===== config.mk =====
export PLATFORM = sky130hd
export DESIGN_NAME = universal_counter
export DESIGN_NICKNAME = d
export VERILOG_FILES = /design/src/rtl/universal_counter.sv
export SDC_FILE = /design/constraint.sdc
export NUM_CORES = 1
export LEC_CHECK = 0
export ABC_CLOCK_PERIOD_IN_PS = 2400
export CORE_MARGIN = 1
export CORE_UTILIZATION = 40
export CTS_CLUSTER_SIZE = 10
export DETAILED_ROUTE_END_ITERATION = 16
export PLACE_DENSITY = 0.72
export SYNTH_ARGS = -nofsm -noshare
export SYNTH_HDL_FRONTEND = slang
export SYNTH_SLANG_ARGS = --single-unit

===== constraint.sdc =====
create_clock -name clk -period 2.4 [get_ports clk]
set_input_delay 0.72 -clock clk [delete_from_list [all_inputs] [get_ports clk]]
set_output_delay 0.72 -clock clk [all_outputs]
set_load 0.02 [all_outputs]

===== src/rtl/universal_counter.sv =====
// Modulo-MOD up/down counter with universal shift datapath.
// Ports: clk, reset (sync, active-high), enable, load, load_val, mode,
// up_dn, step, msb_in, lsb_in -> count, tc, overflow (all registered).
// Option: UNIVERSAL_COUNTER_SATURATE_EN clamps instead of wrapping.
module universal_counter #(
  parameter int WIDTH = 4,
  parameter int MOD   = 16
) (
  input  logic             clk,
  input  logic             reset,
  input  logic             enable,
  input  logic             load,
  input  logic [WIDTH-1:0] load_val,
  input  logic [1:0]       mode,
  input  logic             up_dn,
  input  logic [WIDTH-1:0] step,
  input  logic             msb_in,
  input  logic             lsb_in,
  output logic [WIDTH-1:0] count,
  output logic             tc,
  output logic             overflow
);

  localparam logic [WIDTH:0]   MODX = (WIDTH+1)'(MOD);
  // Truncates to 0 when MOD == 2**WIDTH; the
  // WIDTH-bit arithmetic below is still exact.
  localparam logic [WIDTH-1:0] MODW = WIDTH'(MOD);
  localparam logic [WIDTH-1:0] MAXV = WIDTH'(MOD - 1);

  logic [WIDTH-1:0] se;
  logic [WIDTH:0]   sum;
  logic [WIDTH-1:0] r;
  logic [WIDTH-1:0] nxt;
  logic             nxt_tc;

  always_comb begin
    se = ({1'b0, step} >= MODX) ? MAXV : step;
    sum = {1'b0, count} + {1'b0, se};
    r = mode[0] ? {count[WIDTH-2:0], lsb_in}
                : {msb_in, count[WIDTH-1:1]};
  end

  always_comb begin
    nxt    = count;
    nxt_tc = 1'b0;
    if (enable) begin
      unique case (mode)
        2'b01: begin
          if (se != '0) begin
            if (up_dn) begin
              if (sum >= MODX) begin
                nxt_tc = 1'b1;
`ifdef UNIVERSAL_COUNTER_SATURATE_EN
                nxt = MAXV;
`else
                nxt = sum[WIDTH-1:0] - MODW;
`endif
              end else begin
                nxt = sum[WIDTH-1:0];
              end
            end else begin
              if (count < se) begin
                nxt_tc = 1'b1;
`ifdef UNIVERSAL_COUNTER_SATURATE_EN
                nxt = '0;
`else
                nxt = count + MODW - se;
`endif
              end else begin
                nxt = count - se;
              end
            end
          end
        end
        2'b10, 2'b11: begin
          nxt = ({1'b0, r} >= MODX) ? r - MODW : r;
        end
        default: ;
      endcase
    end
  end

  always_ff @(posedge clk) begin
    if (reset) begin
      count    <= '0;
      tc       <= 1'b0;
      overflow <= 1'b0;
    end else if (load) begin
      count    <= ({1'b0, load_val} >= MODX)
                  ? MAXV : load_val;
      tc       <= 1'b0;
      overflow <= 1'b0;
    end else begin
      count <= nxt;
      tc    <= nxt_tc;
      if (nxt_tc) overflow <= 1'b1;
    end
  end

endmodule


Word level (Yosys, flattened, before mapping)
Cells that the tools add are included.
{"block": "totals", "elab_cells": 29, "input_bits": 17, "ramBits": 0, "rom_bits": 0, "output_inout_bits": 6, "register_bits": 6, "memories": 0, "latch_bits": 0}
{"block": "classes", "magnitude_cmp": 2, "shifts": 0, "n_mux": 12, "mul": 0, "n_eq_ne": 4, "bitwise": 0, "n_reduce_logical": 6, "n_addsub": 2, "n_div": 0}
{"op": "$mux 4", "count": 5}
{"op": "$pmux 4 s2", "count": 1}
{"op": "$mux 1", "count": 6}
{"op": "$add 4x4->5", "count": 1}
{"op": "$ge 5x5->1 const B", "count": 1}
{"op": "$eq 2x2->1 const B", "count": 2}
{"op": "$lt 4x4->1", "count": 1}
{"op": "$reduce_bool 4->1", "count": 1}
{"op": "$reduce_or 2->1", "count": 2}
{"op": "$sub 4x4->4", "count": 1}
{"op": "$ne 3x3->1 const B", "count": 1}
{"op": "$reduce_and 3->1", "count": 1}
{"op": "$reduce_bool 3->1", "count": 1}
{"op": "$eq 2x1->1 const B", "count": 1}
{"op": "$reduce_bool 2->1", "count": 1}

Longest topological paths before layout
Gate-level depths: netlist (run 1).
{"block": "depth", "ltp_word": 7, "ltp_mapped": 8, "depth_no_buf": 8}

Least setup slack after synthesis (run 1)
Ideal clock, no wire load.
{"block": "synth_path", "path_type": "input -> register", "from": "input step[2]", "to": "register overflow", "slack_ps": 181, "setup_ps": 59, "required_ps": 2341, "arrival_time_ps": 2160, "path_stages": 7, "path_buffers": 0, "cell_sequence": "inv_1 ha_1 nor2b_1 o21ai_1 or3b_1 a2111oi_2 a31o_1"}
{"block": "synth_between", "elab_chain_len": 7, "word_cells_on_any_way": 10, "cone_classes": "1 x add/sub; 2 x order compare; 6 x mux; 1 x reduce/logical"}
{"item": "from (decl)", "line_no": "16", "rtl": "input logic [WIDTH-1:0] step,"}
{"item": "$add 4x4->5", "line_no": "38", "rtl": "sum = {1'b0, count} + {1'b0, se};"}
{"item": "$ge 5x5->1", "line_no": "51", "rtl": "if (sum >= MODX) begin"}
{"item": "$mux 1", "line_no": "51"}
{"item": "$mux 1", "line_no": "50", "rtl": "if (up_dn) begin"}
{"item": "$mux 1 (*)", "line_no": "49", "rtl": "if (se != '0) begin"}
{"item": "$mux 1 (*)", "line_no": "47", "rtl": "unique case (mode)"}
{"item": "$mux 1 (*)", "line_no": "46", "rtl": "if (enable) begin"}
{"item": "to (signal assigned)", "line_no": "87", "rtl": "overflow <= 1'b0;"}
{"item": "to (signal assigned)", "line_no": "92", "rtl": "overflow <= 1'b0;"}
{"item": "to (signal assigned)", "line_no": "96", "rtl": "if (nxt_tc) overflow <= 1'b1;"}
{"item": "to (decl)", "line_no": "21", "rtl": "output logic overflow"}
Every way passes the cells marked *; elsewhere a longest branch is shown, timed or not.
A chain may end at the register's enable or synchronous reset.

Worst setup path after layout (run 1)
{"block": "layout_path", "from": "input step[3]", "to": "register overflow"}
Same word-level chain as after synthesis.

==> results of run 1 <==
-- cell usage in the layout, fill, tap and decap left out, drive strengths merged, types with 3 or more instances in the layout --
cell type,n
clkbuf,3
o211ai,3
o21ai,6
ha,8
mux2i,3
buf,15
a211oi,4
nand2,3
dfxtp,6
clkdlybuf4s50,19
nor3,3
nor2,7
inv,10
a21oi,7
nor2b,3
-- critical path: stages --
cell,delay (ns)
clkdlybuf4s50_1,0.47
inv_1,0.05
ha_1,0.30
o21ai_1,0.07
or3b_4,0.40
a2111oi_4,0.36
a31o_1,0.13
-- layout make-up --
cell class / instances / area [µm²] / area share [%]
clock buffers: 3 / 22.52 / 2.133
well taps: 16 / 20.02 / 1.896
inverters: 10 / 37.54 / 3.555
multi-input cells: 62 / 523.0 / 49.53
repair buffers: 37 / 332.8 / 31.52
flip-flops and latches: 6 / 120.1 / 11.37
-- kinds of logic (layout without fill, tap and decap cells) --
| kind of cell | count (synthesis) | after routing | share of synthesized area (%) |
|---|---|---|---|
| compound gates | 25 | 25 | 25.71 |
| xor+xnor | 1 | 1 | 1.334 |
| fa+ha+maj | 10 | 10 | 21.33 |
| buf+inv | 14 | 50 | 8.190 |
| flops | 6 | 6 | 18.29 |
| mux | 4 | 4 | 6.286 |
| simple gates | 22 | 22 | 18.86 |
-- metal layers --
layer | share of wire [%] | global-route usage [%] | up-vias
li1 | - | - | 363
met1 | 43 | 24.80 | 333
met2 | 51 | 41.85 | 19
met3 | 4.4 | 6.466 | 4
met4 | 2.0 | 9.375 | 0
met5 | 0 | 0 | -
-- through the flow --
step | area [µm²] | std cells | total power, mW | hold slack (ns)
after floorplan | 656.9 | 82 | 0.2152 | 0.5913
after global placement | 993.5 | 131 | 0.2969 | 0.4790
after detailed placement | 993.5 | 131 | 0.3037 | 0.4658
after CTS | 1031 | 134 | 0.4075 | 0.4731
after global routing | 1056 | 134 | 0.4365 | 0.4941
final | 1056 | 134 | 0.4080 | 0.4699
-- where the power goes --
group | switching (mW) | total (mW) | internal, mW
combinational | 0.0882 | 0.193 | 0.105
sequential | 0.0119 | 0.119 | 0.107
clock | 0.0386 | 0.0953 | 0.0567
-- repair_timing --
| item | CTS | global route |
|---|---|---|
| pin swaps | 1 | 2 |
| gates resized for setup | 5 | 5 |
| setup endpoints to repair | 4 | 4 |
| cloned | 0 | 0 |
| setup buffers | 0 | 0 |
| hold buffers | 0 | 0 |
-- sequential cells by signal, indices dropped and copies added (netlist names) --
register  cells
tc            1
overflow      1
count         4
-- path summary, 6_finish.rpt --
check | from | to | slack (ns) | cells after the start
setup / recovery | step[3] | overflow | 0.10 | 7
hold / removal | overflow | overflow | 0.47 | 1
setup reg to reg | count[2] | overflow | 0.49 | 6
hold reg to reg | overflow | overflow | 0.47 | 1
==> results by group, run 1 <==
Outcome
  • Status: completed

Synth
  • Main synth FF type: dfxtp_1
  • Post-Syn Area: around 660 µm²
  • Syn. warnings: 0
  • Post-synth EDFFs: 0
  • Synth top area cells: dfxtp_1 18%, ha_1 15%, fa_1 6.1%
  • Post-synth top area share: between 10% and 20%
  • Seq/Total Area, Yosys: 18.29%
  • Asr flop ratio synth: 0%
  • Cell count after synthesis: 82
  • Avg Inst Size Synth: 8.011 µm²
  • Area leader, netlist: dfxtp_1
  • Top post-synthesis cells by count: 10 x inv_1, 8 x ha_1, 7 x a21oi_1, 7 x nor2_1, 6 x dfxtp_1
  • FF+latch count, synth: 6
  • Synth cell types: 29
  • Count leader, synth: inv_1
  • Syn Nets: roughly 110

Die
  • Initial Util: 43.10%
  • Std-Cell Rows: 14
  • Die area: roughly 0.0018 mm²
  • Chip width: 42.53 µm
  • Io pins: 23
  • Die Ht: 42.53 µm
  • Core area: approximately 0.0015 mm²

Timing
  • Minimum clock period: roughly 2.3 ns
  • Clock Skew: between 0.0015 and 0.002 ns
  • Final setup margin: 0.1028 ns
  • Final period util: a little over nine tenths
  • Final Max Tran Viols: 0
  • Worst Max-Slew Pin Slew: about 0.60 ns
  • Fmax: 435.3 MHz
  • Final number of setup-violating endpoints: 0
  • Max-slew headroom: between 50% and 60%
  • Count of final hold-check violations: 0
  • RSZ-0062 raised after global routing: no
  • Total Neg Setup Slack: 0 ns

Layout
  • Layout net count: 147
  • Layout area overhead: 60.76%
  • Final core utilization: 69.29%
  • Layout cells sized above 1: approximately 23%
  • Fill count: 124
  • Diode count: 0

Clock network
  • CTS Buf Count: 3
  • H-tree levels: 1
  • CTS Buffer Depth: 2
  • CTS Sinks: 6
  • CTS tree: yes
  • Root cell of the clock tree: clkbuf_4
  • Worst-skew pair later-pin latency: 0.25 ns
  • Clock transition at the registers of the reported paths: 0.04 ns

Critical path
  • Startpoint Class: primary input
  • Max FO, Critical Path: 2
  • Critical Path AT: 2.49 ns
  • WP data required: 2.60 ns
  • Crit Path Class: primary input to flop
  • Critical path endpoint category: flop

Global routing
  • Total congestion overflow: 0
  • Gr usage total: 23.09%
  • Vias in the first global route: 744
  • Largest net degree at the start of global routing: 11
  • Initial antenna violation count: 0
  • First-pass GRT wire length: slightly above 3000 µm

Power
  • Max IR drop VDD: roughly 0.00030 V
  • Power Density: 386.4 mW/mm²
  • Leakage: between 0.4 and 0.5 nW

Route
  • Antenna Nets Post-Route: 0
  • Post-route DRC: 0
  • Routed WL per cell: 13.50 µm
  • Drt total wl: 1809 µm
  • Via count: 719
  • Average vias per placed instance: around 5.4
  • First-pass DRT Iterations: 4
  • Detailed Route Iter0 Violations: 26

Worst hold path
  • HP Class: flop to flop

Place
  • Routability cong.: 0.8232
  • Post-DP HPWL: 1467 µm
  • Port bufs: 22
  • Pre-CTS setup slack: -0.3891 ns

Run
  • Max cap viols: 0
Note: power is estimated with default switching activity, not from simulation.
==> run 2, diff against run 1 <==
--- a/config.mk
+++ b/config.mk
@@ -10,6 +10,7 @@
 export CORE_UTILIZATION = 40
 export CTS_CLUSTER_SIZE = 10
 export DETAILED_ROUTE_END_ITERATION = 16
+export GPL_TIMING_DRIVEN = 0
 export PLACE_DENSITY = 0.72
 export SYNTH_ARGS = -nofsm -noshare
 export SYNTH_HDL_FRONTEND = slang
==> results by group, run 2 (synthesized netlist as in run 1, its figures left out) <==
Place
  • Pre-CTS setup slack: -0.5011 ns
  • Post-DP Area: approximately 870 µm²
  • Post-DP HPWL: about 1200 µm
  • Routability cong.: 0.7792
  • Port bufs: 19
  • Placed cell count: about 120

Timing
  • Minimum clock period: ~2.3 ns
  • Count of final hold-check violations: 0
  • RSZ-0062 raised after global routing: no
  • Clock Skew: 0.005588 ns
  • Final number of setup-violating endpoints: 0
  • Final setup margin: ~0.11 ns
  • Final period util: between 90 and 100%
  • Final Max Tran Viols: 0
  • Fmax: 437.4 MHz
  • Worst Max-Slew Pin Slew: 0.5351 ns
  • Max-slew headroom: 64.09%

Route
  • Antenna Nets Post-Route: 0
  • Routed WL per cell: between 10 and 15 µm
  • First-pass DRT Iterations: 4
  • Detailed Route Iter0 Violations: 12
  • Via count: 668
  • Average vias per placed instance: approximately 5.6
  • Post-route DRC: 0
  • Drt total wl: 1589 µm

Outcome
  • Status: completed

Clock network
  • CTS tree: yes
  • CTS Buffer Depth: 2
  • CTS Sinks: 6
  • Clock transition at the registers of the reported paths: about 0.040 ns
  • Post-CTS setup buffers: 0
  • PostCTS Resize Cnt: 8
  • Worst-skew pair later-pin latency: 0.25 ns
  • CTS Buf Count: 3
  • Root cell of the clock tree: clkbuf_4
  • CTS Hold Buffers Added: 0
  • H-tree levels: 1

Critical path
  • Max stage delay on crit path: 0.40 ns
  • Crit path from: step[2]
  • Reg-to-Reg End: overflow
  • Crit Path Class: primary input to flop
  • Cell chain of the critical path: dlygate4sd2_1 > inv_1 > ha_4 > nor2b_1 > o21ai_1 > or3b_4 > a2111oi_4 > a31o_1
  • Crit-path slowest cell: or3b_4
  • RR Startpoint: count[0]
  • Critical Path AT: roughly 2.5 ns
  • Max FO, Critical Path: 5
  • Startpoint Class: primary input
  • Setup crit end: overflow
  • Critical path endpoint category: flop
  • WP data required: 2.59 ns
  • Reg2Reg Setup Slack: ~0.45 ns
  • Worst R2R Path Depth: 8

Run
  • Max cap viols: 0

Layout
  • Largest register by flop count: count
  • Fill count: roughly 150
  • Layout area overhead: 40.00%
  • Final core utilization: 60.34%
  • Diode count: 0
  • Commonest non-fill, non-tap cell in the layout: clkdlybuf4s50_1
  • Layout cells sized above 1: 9.615%
  • Largest register FFs: 4
  • Finished Layout Cells: 120
  • Most frequent cells in the layout: 15 x clkdlybuf4s50_1, 10 x inv_1, 7 x a21oi_1, 7 x nor2_1, 7 x ha_1
  • Layout net count: between 100 and 150
  • Largest registers: count (4), overflow (1), tc (1)
  • Final Cell Area: approximately 920 µm²

Worst hold path
  • HP Class: flop to flop

Global routing
  • Vias in the first global route: 606
  • Gr usage total: 20.69%
  • Largest net degree at the start of global routing: 11
  • First-pass GRT wire length: 2746 µm
  • Initial antenna violation count: 0
  • Total congestion overflow: 0

Die
  • Core area: between 0.0015 and 0.002 mm²
  • Initial Util: 43.10%
  • Io pins: 23
  • Chip width: 42.53 µm
  • Std-Cell Rows: 14
  • Die Ht: 42.53 µm
  • Die area: 0.001808 mm²

Power
  • Leakage: 0.3723 nW
  • Power Density: between 400 and 500 mW/mm²
  • Max IR drop VDD: 0.0003302 V
[run 2: power breakdown]
group	total (mW)	internal, mW	switching, mW
Clock	0.0927	0.0565	0.0362
Sequential	0.119	0.107	0.0112
Combinational	0.166	0.0840	0.0818
Total	0.377	0.248	0.129
[run 2: how the worst min path moves through the flow]
stage | end | cells past startpoint | slack [ns] | start
2_1_floorplan | overflow | 1 | 0.59 | overflow
3_3_place_gp | overflow | 1 | 0.47 | overflow
3_5_place_dp | overflow | 1 | 0.49 | overflow
4_1_cts | overflow | 1 | 0.50 | overflow
5_1_grt | overflow | 1 | 0.50 | overflow
6_report | overflow | 1 | 0.49 | overflow
[run 2: layout make-up]
class / count / area (µm²) / area share [%]
inverters: 10 / 37.54 / 4.082
flip-flops and latches: 6 / 120.1 / 13.06
repair buffers: 19 / 187.7 / 20.41
plain buffers: 4 / 16.27 / 1.769
well taps: 16 / 20.02 / 2.177
multi-input cells: 62 / 515.5 / 56.05
clock buffers: 3 / 22.52 / 2.449
[run 2: worst max-delay path: cells and delay by family]
| kind | cells | cell delay (ns) |
|---|---|---|
| buffers and inverters | 2 | 0.35 |
| AND/OR/NAND/NOR | 2 | 0.53 |
| adder cells (fa/ha/maj) | 1 | 0.26 |
| AO/OA/AOI/OAI | 3 | 0.62 |
[run 2: metal layers]
layer / track usage [%] / share of wire (%)
met5: 0 / 0
met4: 5.000 / 0.31
met3: 7.759 / 3.8
met2: 31.38 / 50
met1: 27.70 / 46
[run 2: through the flow]
step	TNS [ns]	hold WS, ns	power (mW)
2_1_floorplan	0	0.5913	0.2152
3_3_place_gp	-1.694	0.4653	0.2724
3_5_place_dp	-1.835	0.4861	0.2769
6_report	0	0.4936	0.3772
4_1_cts	0	0.4956	0.3781
5_1_grt	0	0.5030	0.4075
